## src/rtl/matrix_ro_pkg.sv

```systemverilog
// rtl/matrix_ro_pkg.sv - shared types and default sizes for the matrix column-drain readout
// Holds the controller state encoding, default geometry/timing values and a
// small sizing helper used to dimension the shared down-counter.
package matrix_ro_pkg;

    localparam int DEF_N_COL    = 56;
    localparam int DEF_DATA_W   = 21;
    localparam int DEF_TS_W     = 16;
    localparam int DEF_FRZ_DLY  = 2;
    localparam int DEF_RD_LEN   = 2;
    localparam int DEF_DATA_DLY = 3;
    localparam int COL_W        = $clog2(DEF_N_COL);

    typedef enum logic [2:0] {
        IDLE,
        SETTLE,
        SCAN,
        READ,
        WAIT,
        OUT
    } ro_state_e;

    function automatic int max3(input int a, input int b, input int c);
        int m;
        m = (a > b) ? a : b;
        return (m > c) ? m : c;
    endfunction

endpackage

```

## src/rtl/matrix_readout_ctrl_if.sv

```systemverilog
// rtl/matrix_readout_ctrl_if.sv - hit-word output stream between readout controller and serializer/FIFO
// Signals:
//   out_valid  hit word valid (driven by master)
//   out_ready  downstream accepts (driven by slave)
//   out_col    column index of the hit
//   out_data   captured column data
//   out_ts     timestamp latched when the frame froze
interface matrix_readout_ctrl_if
    import matrix_ro_pkg::*;
#(
    parameter int COL_BITS = COL_W,
    parameter int DATA_W   = DEF_DATA_W,
    parameter int TS_W     = DEF_TS_W
);

    logic                out_valid;
    logic                out_ready;
    logic [COL_BITS-1:0] out_col;
    logic [DATA_W-1:0]   out_data;
    logic [TS_W-1:0]     out_ts;

    modport master (
        output out_valid,
        output out_col,
        output out_data,
        output out_ts,
        input  out_ready
    );

    modport slave (
        input  out_valid,
        input  out_col,
        input  out_data,
        input  out_ts,
        output out_ready
    );

endinterface

```

## src/rtl/tok_prio_enc.sv

```systemverilog
// rtl/tok_prio_enc.sv - N-input lowest-index-wins priority encoder for column tokens
// Ports:
//   req_i    request vector (1 = column requests readout)
//   found_o  at least one request present
//   idx_o    index of the lowest set request bit (0 when none)
module tok_prio_enc #(
    parameter int N     = 56,
    parameter int IDX_W = $clog2(N)
) (
    input  logic [N-1:0]     req_i,
    output logic             found_o,
    output logic [IDX_W-1:0] idx_o
);

    // Scan from the top down so the lowest set bit is the last one written.
    always_comb begin
        found_o = |req_i;
        idx_o   = '0;
        for (int i = N - 1; i >= 0; i--) begin
            if (req_i[i]) begin
                idx_o = IDX_W'(i);
            end
        end
    end

endmodule

```

## src/rtl/matrix_readout_ctrl.sv

```systemverilog
// rtl/matrix_readout_ctrl.sv - column-drain readout sequencer for one pixel-matrix front-end flavour
// Ports:
//   CLK, nRST  readout clock, asynchronous active-low reset
//   EN         readout enable, only looked at while idle
//   nTOK       per-column token, low = hit pending
//   Data       packed column data, column c at Data[c*DATA_W +: DATA_W]
//   FREEZE     freeze to matrix, all bits identical
//   Read       one-hot column read strobe
//   busy       high whenever a frame is in progress
//   out_if     hit-word stream (column, data, freeze timestamp)
module matrix_readout_ctrl
    import matrix_ro_pkg::*;
#(
    parameter int N_COL    = DEF_N_COL,
    parameter int DATA_W   = DEF_DATA_W,
    parameter int TS_W     = DEF_TS_W,
    parameter int FRZ_DLY  = DEF_FRZ_DLY,
    parameter int RD_LEN   = DEF_RD_LEN,
    parameter int DATA_DLY = DEF_DATA_DLY
) (
    input  logic                      CLK,
    input  logic                      nRST,
    input  logic                      EN,
    input  logic [N_COL-1:0]          nTOK,
    input  logic [N_COL*DATA_W-1:0]   Data,
    output logic [N_COL-1:0]          FREEZE,
    output logic [N_COL-1:0]          Read,
    output logic                      busy,
    matrix_readout_ctrl_if.master     out_if
);

    localparam int CW    = $clog2(N_COL);
    // One counter serves settle, read-pulse and data-delay phases.
    localparam int CNT_W = $clog2(max3(FRZ_DLY, RD_LEN, DATA_DLY) + 1);

    ro_state_e          state_q, state_d;
    logic [CNT_W-1:0]   cnt_q, cnt_d;
    logic [CW-1:0]      col_q, col_d;
    logic [TS_W-1:0]    ts_q;
    logic [TS_W-1:0]    ts_frz_q, ts_frz_d;
    logic               out_valid_q, out_valid_d;
    logic [CW-1:0]      out_col_q, out_col_d;
    logic [DATA_W-1:0]  out_data_q, out_data_d;
    logic [TS_W-1:0]    out_ts_q, out_ts_d;

    logic               tok_found;
    logic [CW-1:0]      tok_idx;
    logic [DATA_W-1:0]  data_col [N_COL];

    for (genvar c = 0; c < N_COL; c++) begin : g_data_col
        assign data_col[c] = Data[c*DATA_W +: DATA_W];
    end

    tok_prio_enc #(
        .N     (N_COL),
        .IDX_W (CW)
    ) u_tok_prio_enc (
        .req_i   (~nTOK),
        .found_o (tok_found),
        .idx_o   (tok_idx)
    );

    always_ff @(posedge CLK or negedge nRST) begin
        if (!nRST) begin
            state_q     <= IDLE;
            cnt_q       <= '0;
            col_q       <= '0;
            ts_q        <= '0;
            ts_frz_q    <= '0;
            out_valid_q <= 1'b0;
            out_col_q   <= '0;
            out_data_q  <= '0;
            out_ts_q    <= '0;
        end else begin
            state_q     <= state_d;
            cnt_q       <= cnt_d;
            col_q       <= col_d;
            ts_q        <= ts_q + 1'b1;
            ts_frz_q    <= ts_frz_d;
            out_valid_q <= out_valid_d;
            out_col_q   <= out_col_d;
            out_data_q  <= out_data_d;
            out_ts_q    <= out_ts_d;
        end
    end

    // Counted phases leave on the edge where cnt would reach zero, so a load
    // of N gives exactly N cycles in that phase.
    always_comb begin
        state_d     = state_q;
        cnt_d       = cnt_q;
        col_d       = col_q;
        ts_frz_d    = ts_frz_q;
        out_valid_d = out_valid_q;
        out_col_d   = out_col_q;
        out_data_d  = out_data_q;
        out_ts_d    = out_ts_q;

        case (state_q)
            IDLE: begin
                if (EN && !(&nTOK)) begin
                    ts_frz_d = ts_q;
                    cnt_d    = CNT_W'(FRZ_DLY);
                    state_d  = SETTLE;
                end
            end
            SETTLE: begin
                if (cnt_q <= CNT_W'(1)) begin
                    cnt_d   = '0;
                    state_d = SCAN;
                end else begin
                    cnt_d = cnt_q - 1'b1;
                end
            end
            SCAN: begin
                if (tok_found) begin
                    col_d   = tok_idx;
                    cnt_d   = CNT_W'(RD_LEN);
                    state_d = READ;
                end else begin
                    state_d = IDLE;
                end
            end
            READ: begin
                if (cnt_q <= CNT_W'(1)) begin
                    cnt_d   = CNT_W'(DATA_DLY);
                    state_d = WAIT;
                end else begin
                    cnt_d = cnt_q - 1'b1;
                end
            end
            WAIT: begin
                if (cnt_q <= CNT_W'(1)) begin
                    cnt_d       = '0;
                    out_valid_d = 1'b1;
                    out_col_d   = col_q;
                    out_data_d  = data_col[col_q];
                    out_ts_d    = ts_frz_q;
                    state_d     = OUT;
                end else begin
                    cnt_d = cnt_q - 1'b1;
                end
            end
            OUT: begin
                if (out_if.out_ready) begin
                    out_valid_d = 1'b0;
                    state_d     = SCAN;
                end
            end
            default: begin
                state_d = IDLE;
            end
        endcase
    end

    // Strobes decode straight from the state register so reset clears them
    // without waiting for a clock edge.
    always_comb begin
        Read = '0;
        if (state_q == READ) begin
            Read[col_q] = 1'b1;
        end
    end

    assign busy   = (state_q != IDLE);
    assign FREEZE = {N_COL{busy}};

    assign out_if.out_valid = out_valid_q;
    assign out_if.out_col   = out_col_q;
    assign out_if.out_data  = out_data_q;
    assign out_if.out_ts    = out_ts_q;

endmodule

```

## src/flat_wrapper.sv

```systemverilog
// flat-port wrapper written by rule: the top's interface ports become plain ports
module matrix_readout_ctrl_flat import matrix_ro_pkg::*;
#(
    parameter int N_COL    = DEF_N_COL,
    parameter int DATA_W   = DEF_DATA_W,
    parameter int TS_W     = DEF_TS_W,
    parameter int FRZ_DLY  = DEF_FRZ_DLY,
    parameter int RD_LEN   = DEF_RD_LEN,
    parameter int DATA_DLY = DEF_DATA_DLY
)
  (CLK, nRST, EN, nTOK, Data, FREEZE, Read, busy, out_if_out_valid, out_if_out_col, out_if_out_data, out_if_out_ts, out_if_out_ready);
  matrix_readout_ctrl_if #(.DATA_W(DATA_W), .TS_W(TS_W)) out_if_i ();
  input  logic CLK;
  input  logic nRST;
  input  logic EN;
  input  logic [N_COL-1:0] nTOK;
  input  logic [N_COL*DATA_W-1:0] Data;
  output logic [N_COL-1:0] FREEZE;
  output logic [N_COL-1:0] Read;
  output logic busy;
  output wire logic [$bits(out_if_i.out_valid)-1:0] out_if_out_valid;
  output wire logic [$bits(out_if_i.out_col)-1:0] out_if_out_col;
  output wire logic [$bits(out_if_i.out_data)-1:0] out_if_out_data;
  output wire logic [$bits(out_if_i.out_ts)-1:0] out_if_out_ts;
  input wire logic [$bits(out_if_i.out_ready)-1:0] out_if_out_ready;
  assign out_if_out_valid = out_if_i.out_valid;
  assign out_if_out_col = out_if_i.out_col;
  assign out_if_out_data = out_if_i.out_data;
  assign out_if_out_ts = out_if_i.out_ts;
  assign out_if_i.out_ready = out_if_out_ready;
  matrix_readout_ctrl #(.N_COL(N_COL), .DATA_W(DATA_W), .TS_W(TS_W), .FRZ_DLY(FRZ_DLY), .RD_LEN(RD_LEN), .DATA_DLY(DATA_DLY)) u_core (.CLK(CLK), .nRST(nRST), .EN(EN), .nTOK(nTOK), .Data(Data), .FREEZE(FREEZE), .Read(Read), .busy(busy), .out_if(out_if_i));
endmodule
```

## config.mk

```make
export PLATFORM = sky130hd
export DESIGN_NAME = matrix_readout_ctrl_flat
export DESIGN_NICKNAME = d
export VERILOG_FILES = /design/src/rtl/matrix_ro_pkg.sv /design/src/rtl/matrix_readout_ctrl_if.sv /design/src/rtl/tok_prio_enc.sv /design/src/rtl/matrix_readout_ctrl.sv /design/src/flat_wrapper.sv
export SDC_FILE = /design/constraint.sdc
export NUM_CORES = 1
export LEC_CHECK = 0
export ABC_AREA = 1
export CAP_MARGIN = 40
export CORE_AREA = 4 4 541 543
export DETAILED_ROUTE_END_ITERATION = 16
export DIE_AREA = 0 0 545 547
export PLACE_DENSITY = 0.3
export SLEW_MARGIN = 20
export SYNTH_ARGS = -nofsm -noshare
export SYNTH_HDL_FRONTEND = slang
export SYNTH_SLANG_ARGS = --single-unit
export TNS_END_PERCENT = 100
```

## constraint.sdc

```tcl
create_clock -name CLK -period 3.11 [get_ports CLK]
set_input_delay 0.4665 -clock CLK [delete_from_list [all_inputs] [get_ports CLK]]
set_output_delay 0.4665 -clock CLK [all_outputs]
set_load 0.02 [all_outputs]
```

==> flow_metrics.py <==
metrics = {
    "setup_path": {
        "crit_buf_inv": 1,
        "endpoint_kind": "flip-flop",
        "path_delay_family": "simple AND/OR/NAND/NOR gates",
        "cp_max_fo": 2,
        "critPathArrivalTime_ns": 3.54,
        "critPathMaxStageDelay_ns": 0.52,
        "cp.required_ns": 3.44,
        "worstSetupPathType": "in -> reg",
        "crit_top_cell": "nand2_1",
        "cp-start-kind": "primary input",
        "slowest_stage": "clkdlybuf4s50_1",
    },
    "routing": {
        "drc_errors": 0,
        "routed_wl_mm": 221,
        "drtPass1Iterations": 5,
        "post_drt_wl_per_cell_um": 30.6,
        "vias": 22416,
        "drt_iter0_drc": 1530,
        "viasPerCell": 3.11,
        "ant_nets": 0,
    },
    "hold_path": {
        "hold_path.class": "in -> async",
    },
    "floorplanning": {
        "die_area_sq_um": 298000,
        "io_pins": 1393,
        "core_sq_um": 288000,
        "die_w_um": 545,
        "rows": 197,
        "die_h_um": 547,
        "start_util_pct": 4.21,
    },
    "synth": {
        "yosysSeqAreaShare_pct": 18.0,
        "synthCells": 1914,
        "syn-num-nets": 3151,
        "netlist_area_sq_um": 12100,
        "syn_avg_cell_area_sq_um": 6.33,
        "yosys.cell_types.count": 41,
        "synth_seq_cells": 87,
        "yosys_warnings": 0,
    },
    "timing": {
        "max_freq_ghz": 0.312,
        "skew_ns": 0.0461,
        "setup_viol": 1,
        "period_share_pct": 103,
        "hold_viol": 0,
        "layout_min_cycle_time_ns": 3.20,
        "maxSlewHeadroom_pct": 44.8,
        "setup_slack_ns": -0.0929,
        "rsz0062_at_grt": "yes",
        "worst_pin_slew_ns": 0.825,
        "final_max_slew_viol_count": 0,
    },
    "finish": {
        "area_growth_syn_to_layout_pct": 178,
        "instances_no_fill": 7216,
        "final_util_pct": 11.7,
        "layout.nets": 4631,
        "n_fill_cell": 33395,
        "drive_above_1_share_pct": 11.6,
        "final_common_cell": "clkdlybuf4s50_1",
        "final_area_sq_um": 33700,
        "mostFrequentLayoutCells": "clkdlybuf4s50_1 (1337), nand2_1 (561), buf_4 (232), a22o_1 (133), nand4_1 (132)",
    },
    "grt": {
        "globalRouteOverflowTotal": 0,
        "antenna_found_initial": 135,
        "grt_pass1_wl_mm": 271,
        "grt_max_degree": 58,
        "grt.total_usage_pct": 14.1,
        "grt_pass1_vias": 24214,
    },
    "run": {
        "maxCapViolCount": 0,
    },
    "clock_tree": {
        "insertion_delay_ns": 0.47,
        "holdBufCountCts": 0,
        "cts_tree": "built",
        "clockBufferDepth": 2,
        "cts_inserted_buffers": 9,
        "root_buffer": "clkbuf_16",
        "h-tree-depth": 3,
        "path_clk_slew_ns": 0.09,
        "numClockSinks": 87,
    },
    "placement": {
        "portBuffers": 1392,
        "placed_cell_area_sq_um": 32600,
        "dp_hpwl_mm": 192,
        "place_ws_ns": -1.14,
        "dp_cells": 7126,
        "routabilityCongestion": 0.852,
    },
    "power": {
        "power_w": 0.0195,
        "powerDensity_nw_per_um2": 578,
        "p_leak_nw": 11.9,
        "ir_worst_vdd_mv": 0.387,
    },
    "run_status": {
        "violations": "setup timing",
        "status": "finished, violations left",
    },
}
power by group:
group          internal (W)  total, W  switching (W)
registers           0.00146   0.00169       0.000239
clock network      0.000559   0.00132       0.000765
logic               0.00677    0.0164        0.00967
sequential cells by signal (all words and copies together) (netlist names), 2 cells and up:
register	cells
u_core.cnt_q	2
u_core.col_q	6
u_core.out_if.out_col	6
u_core.out_if.out_data	21
u_core.out_if.out_ts	16
u_core.state_q	3
u_core.ts_frz_q	16
u_core.ts_q	16
path summary, 6_finish.rpt:
check                                start                    endpoint  slack, ns  cells after the start
max                               nTOK[47]             u_core.col_q[0]      -0.09                     50
min                                   nRST    u_core.out_if.out_col[3]       0.02                      1
max reg2reg                u_core.col_q[0]  u_core.out_if.out_data[17]       0.09                     11
min reg2reg                 u_core.ts_q[0]              u_core.ts_q[0]       0.48                      1
max in group asynchronous             nRST          u_core.ts_frz_q[7]       2.25                      2
min in group CLK            u_core.ts_q[0]              u_core.ts_q[0]       0.48                      1
cells in the mapped netlist:
cell type / count / area, sq um
o21bai_1: 4 / 30.0
a2111oi_0: 2 / 17.5
inv_2: 8 / 30.0
o311ai_0: 1 / 8.76
nand3b_1: 4 / 30.0
xor2_1: 14 / 123
a22oi_1: 109 / 818
and3_1: 3 / 18.8
o221ai_1: 7 / 61.3
o21ai_1: 12 / 60.1
a22o_1: 133 / 1160
o22a_1: 8 / 70.1
a21oi_1: 76 / 380
a31oi_1: 2 / 12.5
buf_1: 37 / 139
a221oi_1: 117 / 1020
nand4_1: 132 / 826
a211o_1: 7 / 61.3
a211oi_1: 16 / 120
o41ai_1: 2 / 17.5
nor2_1: 114 / 428
nor3_1: 17 / 85.1
inv_1: 65 / 244
mux2_2: 2 / 22.5
clkinv_1: 5 / 18.8
nand2_1: 568 / 2130
ha_1: 1 / 12.5
o22ai_1: 1 / 6.26
o21ai_0: 46 / 230
o311ai_1: 2 / 17.5
nand3_1: 64 / 320
clkbuf_1: 127 / 477
a221o_1: 1 / 10.0
a41o_1: 3 / 30.0
nor4_1: 2 / 12.5
a32o_1: 2 / 20.0
dfrtp_1: 87 / 2180
buf_4: 56 / 420
o211ai_1: 42 / 315
o21a_1: 13 / 97.6
o2111ai_1: 2 / 17.5
metrics by stage:
stage	hold WS [ns]	TNS, ns
floorplan	0.171	0
global route	0.0315	-0.606
finish	0.0151	-0.0929
CTS	0.0115	-0.0553
detailed placement	0.462	-3.15
global placement	0.447	-3.57
cell type report:
type | instances | area (sq um) | area share, %
multi-input cells | 1529 | 8940 | 26.6
flip-flops and latches | 87 | 2180 | 6.49
clock inverters | 6 | 55.1 | 0.163
inverters | 78 | 347 | 1.03
diodes | 36 | 90.1 | 0.268
well taps | 3781 | 4730 | 14.0
clock buffers | 10 | 229 | 0.680
repair buffers | 1689 | 17100 | 50.8
routing by layer:
metal,vias to the layer above,global-route usage [%],wire length [um]
met5,-,0,444
met4,68,4.24,5900
met3,227,4.98,20700
met2,1239,24.9,109000
met1,10811,15.8,85100
li1,10071,-,-
repair_timing:
| item | CTS | global route |
|---|---|---|
| pin swaps | 13 | 13 |
| setup endpoints to repair | 111 | 89 |
| cloned | 3 | 0 |
| setup buffers | 30 | 6 |
| gates resized for setup | 92 | 33 |
worst register-to-register path: stages, from the launching register on:
cell and delay (ns):
dfrtp_2 0.46, inv_2 0.09, buf_6 0.14, nor3_4 0.07, buf_12 0.16, buf_12 0.31
a22oi_1 0.18, nand4_1 0.35, buf_12 0.27, o211ai_1 0.53, o41ai_2 0.18, o22a_1 0.19
kinds of logic after synthesis:
family	synth area share, %
adders and majority gates	0.103
xor gates and xnor gates	1.01
DFF	18.0
muxes	0.186
and+or+nand+nor	31.8
buffers and inverters	11.0
AOI/OAI and AO/OA	37.9
Note: power is estimated with default switching activity, not from simulation.
